===== src/rtl/hazard_stall_ctrl.sv =====
// Decode-stage hazard/stall controller for a 5-stage MIPS pipeline.
// Operand hazards compare the D-stage Tuse with the E- and M-stage Tnew. A
// small FSM tracks the mult/div unit so that HI/LO consumers wait in D. A
// saturating counter records how many cycles the pipeline has stalled.
module hazard_stall_ctrl #(
  parameter int unsigned MULT_CYCLES = 5,
  parameter int unsigned DIV_CYCLES  = 10,
  parameter int unsigned CNT_W       = 4
) (
  input  logic        clk,
  input  logic        reset,
  input  logic [4:0]  D_rs,
  input  logic [4:0]  D_rt,
  input  logic [1:0]  D_Tuse_rs,
  input  logic [1:0]  D_Tuse_rt,
  input  logic        D_md_use,
  input  logic [4:0]  E_A3,
  input  logic [1:0]  E_Tnew,
  input  logic [4:0]  M_A3,
  input  logic [1:0]  M_Tnew,
  input  logic        md_start,
  input  logic        md_is_div,
  input  logic        stat_clr,
  output logic        F_en,
  output logic        D_en,
  output logic        E_clr,
  output logic        md_busy,
  output logic [31:0] stall_cnt
);

  localparam int unsigned STAT_W = 32;
  localparam logic [STAT_W-1:0] STAT_MAX = '1;
  localparam logic [1:0] TUSE_NONE = 2'b11;

  typedef enum logic {
    S_IDLE = 1'b0,
    S_BUSY = 1'b1
  } md_state_t;

  md_state_t         r_state;
  logic [CNT_W-1:0]  r_cnt;
  logic [STAT_W-1:0] r_stall_cnt;

  logic w_hz_rs;
  logic w_hz_rt;
  logic w_hz_md;
  logic w_md_busy;
  logic w_stall;

  // Hazard detection and stall outputs; reset forces the pipeline to run freely
  always_comb begin
    w_hz_rs = 1'b0;
    w_hz_rt = 1'b0;
    w_hz_rs = (D_rs != 5'd0) && (D_Tuse_rs != TUSE_NONE) &&
              (((D_rs == E_A3) && (D_Tuse_rs < E_Tnew)) ||
               ((D_rs == M_A3) && (D_Tuse_rs < M_Tnew)));
    w_hz_rt = (D_rt != 5'd0) && (D_Tuse_rt != TUSE_NONE) &&
              (((D_rt == E_A3) && (D_Tuse_rt < E_Tnew)) ||
               ((D_rt == M_A3) && (D_Tuse_rt < M_Tnew)));
    w_md_busy = reset && (md_start || (r_state == S_BUSY));
    w_hz_md   = D_md_use && w_md_busy;
    w_stall   = reset && (w_hz_rs || w_hz_rt || w_hz_md);
  end

  assign F_en      = ~w_stall;
  assign D_en      = ~w_stall;
  assign E_clr     = w_stall;
  assign md_busy   = w_md_busy;
  assign stall_cnt = r_stall_cnt;

  // Mult/div busy tracker: the countdown excludes the start cycle, and a restart while busy is ignored
  always_ff @(posedge clk or negedge reset) begin
    if (!reset) begin
      r_state <= S_IDLE;
      r_cnt   <= '0;
    end else begin
      case (r_state)
        S_IDLE: begin
          if (md_start) begin
            r_state <= S_BUSY;
            r_cnt   <= md_is_div ? CNT_W'(DIV_CYCLES - 1) : CNT_W'(MULT_CYCLES - 1);
          end
        end
        S_BUSY: begin
          if (r_cnt == CNT_W'(1)) begin
            r_state <= S_IDLE;
            r_cnt   <= '0;
          end else begin
            r_cnt <= r_cnt - CNT_W'(1);
          end
        end
        default: begin
          r_state <= S_IDLE;
          r_cnt   <= '0;
        end
      endcase
    end
  end

  // Saturating stall-cycle counter; a clear takes priority over an increment on the same edge
  always_ff @(posedge clk or negedge reset) begin
    if (!reset) begin
      r_stall_cnt <= '0;
    end else if (stat_clr) begin
      r_stall_cnt <= '0;
    end else if (w_stall && (r_stall_cnt != STAT_MAX)) begin
      r_stall_cnt <= r_stall_cnt + STAT_W'(1);
    end
  end

endmodule


===== config.mk =====
export PLATFORM = sky130hd
export DESIGN_NAME = hazard_stall_ctrl
export DESIGN_NICKNAME = d
export VERILOG_FILES = /design/src/rtl/hazard_stall_ctrl.sv
export SDC_FILE = /design/constraint.sdc
export NUM_CORES = 1
export LEC_CHECK = 0
export ABC_CLOCK_PERIOD_IN_PS = 5150
export CAP_MARGIN = 25
export CORE_AREA = 2 2 101 103
export CTS_BUF_LIST = sky130_fd_sc_hd__clkbuf_16
export CTS_CLUSTER_SIZE = 14
export DETAILED_ROUTE_END_ITERATION = 10
export DIE_AREA = 0 0 103 105
export PLACE_DENSITY = 0.52
export SYNTH_ARGS = -nofsm -noshare
export SYNTH_HDL_FRONTEND = slang
export SYNTH_SLANG_ARGS = --single-unit

===== constraint.sdc =====
create_clock -name clk -period 5.15 [get_ports clk]
set_input_delay 0.515 -clock clk [delete_from_list [all_inputs] [get_ports clk]]
set_output_delay 0.515 -clock clk [all_outputs]
set_load 0.005 [all_outputs]

==> summary.md, run 1 <==
| Metric | Value |
|---|---|
| Cts repair resizes | `0` |
| Synth unique cells | `42` |
| Crit end category | `output port` |
| Crit path time final | `3.34 ns` |
| Net Sw Frac | `0.267` |
| Final count of hold timing violations | `0` |
| Data required, critical path | `4.64 ns` |
| Tcrit/Tclk final | `0.648` |
| Power per cell area | `235 nW/um^2` |
| Worst Setup SP | `D_rs[1]` |
| Detailed Routing Iterations Pass 1 | `4` |
| Initial Utilization | `0.274` |
| Postcts setup bufs | `0` |
| Layout cells sized above 1 | `0.0878` |
| Vias in the first global route | `2413` |
| Crit Path Max Fanout | `25` |
| Max_slew headroom | `0.494` |
| Gate Count Post-Synth | `291` |
| Post-Syn Nets | `332` |
| Post-CTS Hold Buffers | `0` |
| Dominant synthesized flop cell | `dfrtp_1` |
| VDD IR max | `0.000124 V` |
| Total global-route track usage | `0.137` |
| Clock sinks | `37` |
| CTS tree | `yes` |
| Max-cap violation count | `0` |
| DRT iter0 DRCs | `130` |
| Placed inst area | `3390 sq um` |
| Multi-input logic area | `1560 sq um` |
| R2R Path Start | `stall_cnt[5]` |
| Synthesized flop and latch total | `37` |
| Switching power | `223 uW` |
| Placed Cells | `479` |
| Chip Height | `105 microns` |
| RSZ-0062 raised after global routing | `false` |
| Fillcell total | `1007` |
| DIE AREA | `10800 sq um` |
| Commonest non-fill, non-tap cell in the layout | `clkdlybuf4s50_1` |
| Core Area | `9640 sq um` |
| Detail Route Antenna Nets | `0` |
| Tightest Hold Check Type | `input pin to asynchronous set/reset pin` |
| Fin Setup TNS | `0 ns` |
| Num CTS Buffers | `5` |
| Internal | `613 uW` |
| Share of flip-flops with an asynchronous set or reset | `1.00` |
| DR WL/cell | `14.8 microns` |
| Register area | `926 sq um` |
| First-pass GRT wire length | `12000 microns` |
| Nets | `394` |
| Flop pwr share | `0.396` |
| Clock slew at reported path FFs | `0.06 ns` |
| Syn Std Cell Area | `2640 sq um` |
| Vias | `2479` |
| Yosys warnings | `0` |
| Post-DR vias/cell | `5.10` |
| Leakage power | `1.33 nW` |
| Pwr Total | `836 uW` |
| Util after Layout | `0.369` |
| Final Setup Violations | `0` |
| FP Rows | `36` |
| H-tree depth | `2` |
| EDFF count, synth | `0` |
| Initial antenna violation count | `0` |
| Post-route cell area | `3550 sq um` |
| DRC | `0` |
| Clock Path Buffers | `2` |
| Status | `completed` |
| Total gr overflow | `0` |
| Fmax | `300 MHz` |
| Crit-path slowest cell | `or4_1` |
| Syn avg cell area | `9.08 sq um` |
| DP HPWL | `5180 microns` |
| Clock skew | `0.00723 ns` |
| CP max stage delay | `0.58 ns` |
| Final wirelength | `7210 microns` |
| Gpl congestion | `0.847` |
| Max-slew violation count | `0` |
| Worst-skew pair later-pin latency | `0.28 ns` |
| Largest net degree at the start of global routing | `41` |
| Non-Filler Instances | `486` |
| Area grow syn2layout | `34.5%` |
| CTS root buf | `clkbuf_16` |
| Type of origin of the critical path | `input pin` |
| Top-level I/O count | `70` |
| Sequential area share after synthesis | `0.351` |
| Worst EP arrival | `2.82 ns` |
| Buf+Inv Stages, Crit Path | `3` |
| Comb pwr share | `0.193` |
| Crit path cell chain | `clkdlybuf4s50_1 -> or4_1 -> o211ai_2 -> a21oi_2 -> a211oi_4 -> buf_4 -> clkdlybuf4s50_1` |
| Setup Crit Path Kind | `input pin to output port` |
| Port Buffers | `69` |
| Clock power share | `0.412` |
| Worst slew pin tran | `0.759 ns` |
| # diodes | `0` |
| Commonest cells after routing, fill and taps aside | `clkdlybuf4s50_1 (67), dfrtp_1 (37), a21oi_1 (25), nand3_1 (20), or4_1 (17)` |
| Die W | `103 microns` |
| Top delay family on crit path | `buffers and inverters` |
| Crit path top cell by count | `clkdlybuf4s50_1` |
cells by family (layout without fill, tap and decap cells):
group | count (synthesis) | after routing | share of synthesized area
and+or+nand+nor | 128 | 128 | 0.294
AOI/OAI and AO/OA | 63 | 63 | 0.147
DFF | 37 | 37 | 0.351
buffers and inverters | 27 | 89 | 0.0592
xor gates and xnor gates | 20 | 20 | 0.0663
muxes | 9 | 9 | 0.0493
adders and majority gates | 7 | 7 | 0.0332
registers in the layout, indices dropped and copies added (netlist names):
name       flops
r_cnt          4
r_state        1
stall_cnt     32
worst register-to-register path, cell delays in order (launching register included):
cell and delay [ns]:
dfrtp_1 0.44, nand4_1 0.23, nor3_2 0.46, and3_1 0.28, and4_1 0.68, nor3_1 0.16
mux2_4 0.32
area by class of cell:
cell class                 count  area share
multi-input combinational    227       0.439
clock inverter                 2     0.00986
tap                          133      0.0468
timing repair buffer          72       0.198
sequential                    37       0.261
inverter                      10      0.0106
clock buffer                   5      0.0352
Yosys cell counts, types with 2 or more instances:
library cell  number  area, sq um
ha_1               7         87.6
or4_1             17          128
dfrtp_1           37          926
o21ai_1            3         15.0
nand2_1            9         33.8
a21oi_1           25          125
mux2_4             8          120
nand3_1           20          100
o21ai_0           14         70.1
inv_1             10         37.5
nor3_1             7         35.0
nor2b_1            8         50.1
nor4_2             3         37.5
or3_1              9         56.3
o31ai_1           15          113
clkbuf_1           5         18.8
a21oi_2            2         17.5
buf_2              4         20.0
nand4_1           16          100
nor4_1             3         18.8
and4_1             2         17.5
and3_1             9         56.3
nor2_1            16         60.1
xnor2_1            8         70.1
xor2_1            12          105
buf_6              6         67.6
path summary, 6_finish.rpt:
kind,endpoint,slack [ns],cells past startpoint
worst max-delay path,F_en,1.81,7
worst min-delay path,stall_cnt[11],0.1,1
worst max register to register,stall_cnt[5],2.47,6
worst min register to register,r_cnt[1],0.51,2
max in group asynchronous,r_cnt[0],4.36,2
min in group clk,r_cnt[1],0.51,2
per-stage QoR:
step                      setup WS (ns)  hold slack, ns
after global routing               1.69           0.112
after detailed placement           1.80           0.410
after floorplan                    2.67           0.219
final                              1.81          0.0984
after global placement             1.81           0.412
after CTS                          1.79           0.114
per-layer routing:
| metal | vias up | track usage | wire length, microns |
|---|---|---|---|
| met5 | - | 0 | 0 |
| met4 | 0 | 0.0385 | 104 |
| met3 | 8 | 0.0241 | 356 |
| met2 | 60 | 0.221 | 3470 |
| met1 | 1193 | 0.187 | 3280 |
| li1 | 1218 | - | - |
power by group through the flow:
stage,clock network [mW],registers [mW],logic (mW)
after global placement,0,0.336,0.163
after detailed placement,0,0.335,0.163
after CTS,0.350,0.331,0.164
after global routing,0.366,0.336,0.185
final,0.344,0.331,0.161
after floorplan,0,0.331,0.104
Power figures use the tool's default switching activity.
==> run 2, diff against run 1 <==
Settings changed: ABC_CLOCK_PERIOD_IN_PS 5150 to 3500.
Clock period 5.15 ns to 3.5 ns, I/O delays scaled along.
==> run 2 against run 1 <==
Compared with the run above: die area unchanged; non-clock buffer count is 5 higher; clock skew down 0.0033 ns; largest cell class unchanged; total power is 47% higher; global-route usage rose by 0.18 points; critical endpoint is now D_en; sequential power grew 47%.
==> summary.md, run 2 (synthesis results as in run 1) <==
| Metric | Value |
|---|---|
| Post-CTS Hold Buffers | `0` |
| Internal | `905 uW` |
| Worst-skew pair later-pin latency | `0.28 ns` |
| Layout cells sized above 1 | `0.0978` |
| Fin Setup TNS | `0 ns` |
| Highest Signal Layer | `met4` |
| Setup crit end | `D_en` |
| Crit Path Max Fanout | `7` |
| Met3 wire length | `330 microns` |
| Postcts setup bufs | `0` |
| Final count of hold timing violations | `0` |
| Data required, critical path | `3.15 ns` |
| Largest register FFs | `32` |
| Fmax | `338 MHz` |
| DR WL/cell | `15.0 microns` |
| Clock sinks | `37` |
| Worst slew pin tran | `0.939 ns` |
| Total global-route track usage | `0.139` |
| Worst Setup SP | `D_rs[1]` |
| Routed wl met2 | `3540 microns` |
| Vias | `2454` |
| FP Rows | `36` |
| Final Setup Violations | `0` |
| Largest net degree at the start of global routing | `38` |
| Setup Crit Path Kind | `input pin to output port` |
| Status | `completed` |
| Flop pwr share | `0.396` |
| Post-route cell area | `3590 sq um` |
| Pwr Total | `1.23 mW` |
| Initial antenna violation count | `0` |
| Net Sw Frac | `0.265` |
| Die W | `103 microns` |
| Type of origin of the critical path | `input pin` |
| Vias in the first global route | `2343` |
| Cts repair resizes | `0` |
| Tightest Hold Check Type | `input pin to asynchronous set/reset pin` |
| Port Buffers | `69` |
| Commonest cells after routing, fill and taps aside | `clkdlybuf4s50_1 (68), dfrtp_1 (37), a21oi_1 (25), nand3_1 (20), or4_1 (17)` |
| Crit path time final | `2.96 ns` |
| Placed Cells | `484` |
| H-tree depth | `2` |
| Chip Height | `105 microns` |
| # diodes | `0` |
| Max-cap violation count | `0` |
| Non-Filler Instances | `491` |
| Hold WS | `0.213 ns` |
| CTS tree | `yes` |
| Clock slew at reported path FFs | `0.06 ns` |
| Num CTS Buffers | `5` |
| Worst R2R End | `stall_cnt[7]` |
| Tcrit/Tclk final | `0.846` |
| Crit end category | `output port` |
| VDD IR max | `0.000176 V` |
| Clock power share | `0.407` |
| Core Area | `9640 sq um` |
| Fillcell total | `1009` |
| Top-level I/O count | `70` |
| Clock Path Buffers | `2` |
| Commonest non-fill, non-tap cell in the layout | `clkdlybuf4s50_1` |
| Detail Route Antenna Nets | `0` |
| Comb pwr share | `0.197` |
| R2R Path Start | `stall_cnt[5]` |
| Worst EP arrival | `2.61 ns` |
| Area grow syn2layout | `36.1%` |
| Clock skew | `0.00389 ns` |
| DP HPWL | `5530 microns` |
| Max-slew violation count | `0` |
| Detailed Routing Iterations Pass 1 | `4` |
| Gpl congestion | `0.800` |
| Leakage power | `1.35 nW` |
| DRC | `0` |
| Switching power | `326 uW` |
| CTS root buf | `clkbuf_16` |
| DRT iter0 DRCs | `111` |
| Reg2Reg Depth | `7` |
| RSZ-0062 raised after global routing | `false` |
| WL met1 | `3410 microns` |
| First-pass GRT wire length | `11900 microns` |
| Final wirelength | `7350 microns` |
| Nets | `399` |
| Post-DR vias/cell | `5.00` |
| R2r setup slk | `1.01 ns` |
| Total gr overflow | `0` |
| Max_slew headroom | `0.372` |
| Placed inst area | `3430 sq um` |
| Initial Utilization | `0.274` |
| DIE AREA | `10800 sq um` |
| Power per cell area | `342 nW/um^2` |
-- run 2: cell types whose count changed in the layout (fill, tap and decap cells not counted), sizes merged --
| cell | change |
|---|---|
| buf | +4 |
| clkdlybuf4s50 | +1 |
-- run 2: metal layers --
| metal | global-route usage | vias up |
|---|---|---|
| met5 | 0 | - |
| met4 | 0.0367 | 0 |
| met3 | 0.0268 | 6 |
| met2 | 0.231 | 50 |
| met1 | 0.183 | 1173 |
| li1 | - | 1225 |
-- run 2: through the flow --
| stage | util | setup WS [ns] |
|---|---|---|
| after CTS | 0.373 | 0.498 |
| after detailed placement | 0.356 | 0.515 |
| final | 0.373 | 0.537 |
| after global placement | 0.356 | 0.511 |
| after floorplan | - | 1.35 |
| after global routing | 0.373 | 0.442 |
-- run 2: critical path: stages --
cell and delay [ns]:
clkdlybuf4s50_1 0.46, or4_1 0.58, o211ai_2 0.17, a21oi_2 0.07, a211oi_4 0.38, clkdlybuf4s50_1 0.60
-- run 2: power groups by stage --
stage	Clock [mW]	Sequential [mW]	Combinational, mW
2_1_floorplan	0	0.487	0.153
3_3_place_gp	0	0.495	0.244
3_5_place_dp	0	0.494	0.247
4_1_cts	0.516	0.487	0.247
5_1_grt	0.527	0.494	0.277
6_report	0.501	0.487	0.242
-- run 2: how the worst min path moves through the flow --
stage	from	endpoint	slack (ns)	cells after the start
after floorplan	reset	r_cnt[0]	0.05	0
after global placement	r_cnt[1]	r_cnt[1]	0.50	2
after detailed placement	r_cnt[1]	r_cnt[1]	0.51	2
after CTS	reset	stall_cnt[30]	0.23	2
after global routing	reset	stall_cnt[8]	0.27	2
final	reset	stall_cnt[30]	0.21	2
-- run 2: final cells by class --
class,instances,area (sq um),share of cell area
multi-input combinational,227,1560,0.434
sequential,37,926,0.258
timing repair buffer,77,746,0.207
tap,133,166,0.0463
clock buffer,5,125,0.0348
inverter,10,37.5,0.0104
clock inverter,2,35.0,0.00975
==> run 3, diff against run 2 <==
Settings changed: ABC_CLOCK_PERIOD_IN_PS 3500 to 2800.
Clock period 3.5 ns to 2.8 ns, I/O delays scaled along.
==> run 3 against run 2 <==
Compared with the run above: total power grew 20%; register-to-register slack got worse by 0.47 ns; global-route usage rose by 0.44 points; clock power grew 4%; via count increased by 4.2%; critical path depth up 2; clock-buffer cell count stayed put; sequential power rose by 25%; largest cell class unchanged.
==> summary.md, run 3 (synthesis results as in run 1) <==
| Metric | Value |
|---|---|
| Max_slew headroom | `0.500` |
| Pwr Total | `1.48 mW` |
| Non-Filler Instances | `506` |
| Routed wl met2 | `3710 microns` |
| Reg2Reg Depth | `7` |
| Vias | `2558` |
| Total gr overflow | `0` |
| Status | `completed` |
| DIE AREA | `10800 sq um` |
| Commonest non-fill, non-tap cell in the layout | `clkdlybuf4s50_1` |
| Data required, critical path | `2.52 ns` |
| Final Setup Violations | `0` |
| Power per cell area | `392 nW/um^2` |
| CTS root buf | `clkbuf_16` |
| H-tree depth | `2` |
| Leakage power | `1.45 nW` |
| Largest register FFs | `32` |
| Num CTS Buffers | `5` |
| Worst Setup SP | `D_rt[1]` |
| Gpl congestion | `0.832` |
| R2R Path Start | `stall_cnt[24]` |
| Commonest cells after routing, fill and taps aside | `clkdlybuf4s50_1 (65), dfrtp_1 (37), a21oi_1 (25), nand3_1 (20), buf_4 (19)` |
| Largest net degree at the start of global routing | `30` |
| DR WL/cell | `14.8 microns` |
| Initial Utilization | `0.274` |
| Type of origin of the critical path | `input pin` |
| Clock sinks | `37` |
| Vias in the first global route | `2514` |
| Met3 wire length | `342 microns` |
| FP Rows | `36` |
| CTS tree | `yes` |
| Nets | `414` |
| Post-DR vias/cell | `5.06` |
| Placed inst area | `3530 sq um` |
| Crit Path Max Fanout | `7` |
| Final worst slack | `0.0642 ns` |
| Fmax | `366 MHz` |
| DRT iter0 DRCs | `92` |
| Clock skew | `0.00405 ns` |
| Port Buffers | `69` |
| Clock Path Buffers | `2` |
| Setup Crit Path Kind | `input pin to output port` |
| Core Area | `9640 sq um` |
| Tcrit/Tclk final | `0.977` |
| WL met1 | `3340 microns` |
| Layout cells sized above 1 | `0.134` |
| # diodes | `0` |
| Max-cap violation count | `0` |
| Crit path time final | `2.74 ns` |
| Total global-route track usage | `0.144` |
| Final count of hold timing violations | `0` |
| Top-level I/O count | `70` |
| Fillcell total | `995` |
| Crit end category | `output port` |
| First-pass GRT wire length | `12400 microns` |
| Setup WS pre-CTS | `-0.0954 ns` |
| Worst EP arrival | `2.46 ns` |
| Worst slew pin tran | `0.747 ns` |
| Initial antenna violation count | `0` |
| Util after Layout | `0.391` |
| Tightest Hold Check Type | `input pin to asynchronous set/reset pin` |
| Placed Cells | `494` |
| Worst-skew pair later-pin latency | `0.28 ns` |
| Area grow syn2layout | `42.6%` |
| Detail Route Antenna Nets | `0` |
| Final wirelength | `7470 microns` |
| Highest Signal Layer | `met4` |
| Chip Height | `105 microns` |
| Post-route cell area | `3770 sq um` |
| DRC | `0` |
| Clock slew at reported path FFs | `0.05 ns` |
| DP HPWL | `5470 microns` |
| Max-slew violation count | `0` |
| Die W | `103 microns` |
| Detailed Routing Iterations Pass 1 | `4` |
| VDD IR max | `0.000183 V` |
-- run 3: power breakdown --
group	internal (mW)	switching, mW
clock network	0.318	0.202
registers	0.572	0.0357
logic	0.178	0.170
-- run 3: layer usage --
metal  track usage  up-vias
met5             0        -
met4        0.0404        0
met3        0.0247        5
met2         0.232       59
met1         0.195     1235
li1              -     1259
-- run 3: final timing paths --
kind / endpoint / slack (ns)
min reg2reg: r_cnt[1] / 0.50
max: E_clr / 0.06
min: stall_cnt[25] / 0.46
min in group clk: r_cnt[1] / 0.50
max in group asynchronous: stall_cnt[23] / 1.65
max reg2reg: stall_cnt[8] / 0.54
-- run 3: metrics by stage --
| step | hold slack (ns) | TNS, ns |
|---|---|---|
| after global placement | 0.188 | -0.208 |
| after floorplan | -0.0156 | 0 |
| after global routing | 0.470 | -0.00807 |
| after CTS | 0.467 | 0 |
| after detailed placement | 0.184 | -0.693 |
| final | 0.458 | 0 |
-- run 3: repair_timing --
item,in CTS,in global routing
pin swaps,0,3
gates resized for setup,1,7
cloned,0,1
hold endpoints to repair,8,0
endpoints found under the setup margin,1,3
hold buffers,1,0
setup buffers,0,3
-- run 3: final cells by class --
type / count / area [sq um] / area share
Timing Repair Buffer: 92 / 911 / 0.242
Multi-Input combinational cell: 227 / 1590 / 0.423
Sequential cell: 37 / 926 / 0.246
Clock inverter: 2 / 7.51 / 0.00199
Tap cell: 133 / 166 / 0.0442
Inverter: 10 / 37.5 / 0.00997
Clock buffer: 5 / 125 / 0.0332
-- run 3: worst max-delay path: stages --
cell and delay, ns:
clkdlybuf4s50_1 0.42, or4_4 0.55, o211ai_1 0.23, a21oi_2 0.07
a211oi_4 0.27, buf_12 0.16, inv_1 0.04, clkdlybuf4s50_1 0.43
==> variant, RTL diff (config.mk and constraints of run 3) <==
Make the reset (`reset`) synchronous in 2 clocked blocks.
--- a/src/rtl/hazard_stall_ctrl.sv
+++ b/src/rtl/hazard_stall_ctrl.sv
@@ -69,7 +69,7 @@
   assign stall_cnt = r_stall_cnt;
 
   // Mult/div busy tracker: the countdown excludes the start cycle, and a restart while busy is ignored
-  always_ff @(posedge clk or negedge reset) begin
+  always_ff @(posedge clk) begin
     if (!reset) begin
       r_state <= S_IDLE;
       r_cnt   <= '0;
@@ -98,7 +98,7 @@
   end
 
   // Saturating stall-cycle counter; a clear takes priority over an increment on the same edge
-  always_ff @(posedge clk or negedge reset) begin
+  always_ff @(posedge clk) begin
     if (!reset) begin
       r_stall_cnt <= '0;
     end else if (stat_clr) begin
Check against the original RTL: differs if reset is asserted again (counterexample within 4 cycles, from zero or initial values and one cycle with reset low); with reset held inactive, the same outputs for 10 cycles.
==> variant against run 3 <==
Die area did not move. First-iteration DRC count rose by 22%. Wire length rose by 0.87%. Sequential cell count did not move. Count of clock-buffer cells in the layout did not move. Sequential share of layout area fell by 5.7 points. Power fell by 7.5%. Setup slack improved by 45 ps. Final area rose by 4.1%. Via count rose by 4.5%. Critical path depth rose by 8. Synthesized area fell by 10%. Critical path type is now input pin to register.
==> variant: results <==
export IMPL_outcome="complete, no violations"
export IMPL_drcViolationCount=0
export IMPL_cts_root_buf="clkbuf_16"
export IMPL_async_reset_ff_share_pct=0
export IMPL_slowest_stage="clkdlybuf4s50_1"
export IMPL_grt_pass1_vias=2520
export IMPL_dr_pass1_iters=4
export IMPL_skew_ps=8.43
export IMPL_synth_common_cells="dfxtp_1, a21oi_1, o21ai_0, or3_1, nand2_1"
export IMPL_fin_nets=444
export IMPL_drv_cap=0
export IMPL_hold_depth=2
export IMPL_clk_pin_slew_ps=60
export IMPL_clk_latency_ps=280
export IMPL_p_sw_w=0.000355
export IMPL_grt_first_pass_wirelength_mm=12.1
export IMPL_worstHoldPathType="register to register"
export IMPL_routed_wl_mm=7.53
export IMPL_antenna_found_initial=0
export IMPL_yosys_warnings=0
export IMPL_power_leakage_nw=1.44
export IMPL_grt_total_usage_pct=14.0
export IMPL_viasPerCell=4.98
export IMPL_gp_congestion=0.787
export IMPL_critPathMaxFanout=5
export IMPL_holdPathEnd="stall_cnt[22]$_SDFFE_PP0P_"
export IMPL_clockBufferDepth=2
export IMPL_num_antenna_cells=0
export IMPL_cts_buffers=5
export IMPL_grt_max_degree=35
export IMPL_final_layout_size_suffix_gt1_share_pct=21.8
export IMPL_hpwlAfterDp_mm=5.53
export IMPL_rr_startpoint="r_state$_SDFF_PN0_"
export IMPL_yosysUniqueCellTypes=47
export IMPL_max_stage_delay_ps=480
export IMPL_hold_start="stall_cnt[22]$_SDFFE_PP0P_"
export IMPL_r2r_setup_slack_ps=320
export IMPL_reg2regPathDepth=13
export IMPL_synth_net_count=332
export IMPL_ys_flop_type="dfxtp_1"
export IMPL_slew_headroom_pct=68.9
export IMPL_yosysSeqAreaShare_pct=31.2
export IMPL_synthTopCellsByArea="dfxtp_1, a21oi_1, or3_1"
export IMPL_ctsHtreeMaxLevel=2
export IMPL_n_fill_cell=982
export IMPL_place_area_mm2=0.00345
export IMPL_rr_endpoint="stall_cnt[17]$_SDFFE_PP0P_"
export IMPL_io_buffers=69
export IMPL_drtIter0Drc=112
export IMPL_place_ws_ps=-408
export IMPL_cp_top_family="buffers and inverters"
export IMPL_largest_reg_flops=32
export IMPL_crit_arrival_ps=2900
export IMPL_peakVddDrop_mv=0.231
==> variant: cell types whose count changed after synthesis, sizes merged, moves of 5 or more <==
cell    change
and3        -5
dfrtp      -37
dfxtp      +37
mux2        -7
nand2       +8
nand2b      +8
nand3       -8
nor2        -9
nor2b       -5
nor4        -6
o31ai       -7
or3        +12
==> variant: repair_timing <==
| action | in CTS | in global routing |
|---|---|---|
| gates cloned | 1 | 0 |
| buffers inserted | 14 | 3 |
| pin swaps | 10 | 10 |
| resized for setup | 26 | 28 |
| endpoints found under the setup margin | 11 | 20 |
==> variant: worst max-delay path by stage <==
stage / endpoint / cells after the start / start / slack, ps
final: stall_cnt[1]$_SDFFE_PP0P_ / 16 / D_Tuse_rs[0] / 110
after CTS: stall_cnt[1]$_SDFFE_PP0P_ / 18 / M_Tnew[1] / -30
after detailed placement: stall_cnt[23]$_SDFFE_PP0P_ / 11 / M_Tnew[1] / -410
after floorplan: stall_cnt[11]$_SDFFE_PP0P_ / 9 / M_Tnew[1] / 520
after global placement: stall_cnt[11]$_SDFFE_PP0P_ / 11 / M_Tnew[1] / -370
after global routing: stall_cnt[1]$_SDFFE_PP0P_ / 16 / D_Tuse_rs[0] / 10
==> variant: cell families after synthesis <==
| family | synth area share [%] |
|---|---|
| multiplexers | 1.32 |
| flip-flops | 31.2 |
| AO/OA/AOI/OAI | 21.2 |
| adder cells (fa/ha/maj) | 3.69 |
| XOR/XNOR | 7.37 |
| AND/OR/NAND/NOR | 31.3 |
| buffers and inverters | 4.00 |
==> variant: layer usage <==
layer | global-route usage, % | vias up | routed length, um
li1 | - | 1326 | -
met5 | 0 | - | 0
met3 | 3.21 | 4 | 370
met2 | 22.3 | 67 | 3440
met1 | 18.7 | 1275 | 3660
met4 | 3.76 | 0 | 64
==> variant: power groups by stage <==
stage / clock network (W) / logic [W] / registers, W
5_1_grt: 0.000596 / 0.000293 / 0.000545
4_1_cts: 0.000575 / 0.000252 / 0.000543
3_5_place_dp: 0 / 0.000224 / 0.000555
2_1_floorplan: 0 / 0.000103 / 0.000551
6_report: 0.000552 / 0.000271 / 0.000543
3_3_place_gp: 0 / 0.000221 / 0.000555
==> variant: area by class of cell <==
cell class	instances	area share, %
clock buffers	5	3.19
clock inverters	3	0.447
inverters	6	0.575
multi-input cells	234	44.7
flip-flops and latches	37	18.9
well taps	133	4.25
repair buffers	119	27.9
==> variant: through the flow <==
step | util (%) | hold WS [ps] | std cells | total power [W] | TNS (ps)
CTS | 39.1 | 508 | 535 | 0.00137 | -66.2
global route | 40.7 | 546 | 537 | 0.00143 | 0
detailed placement | 35.8 | 500 | 514 | 0.000780 | -8010
floorplan | - | 398 | 291 | 0.000654 | 0
global placement | 35.8 | 498 | 514 | 0.000776 | -7020
finish | 40.7 | 503 | 537 | 0.00137 | 0
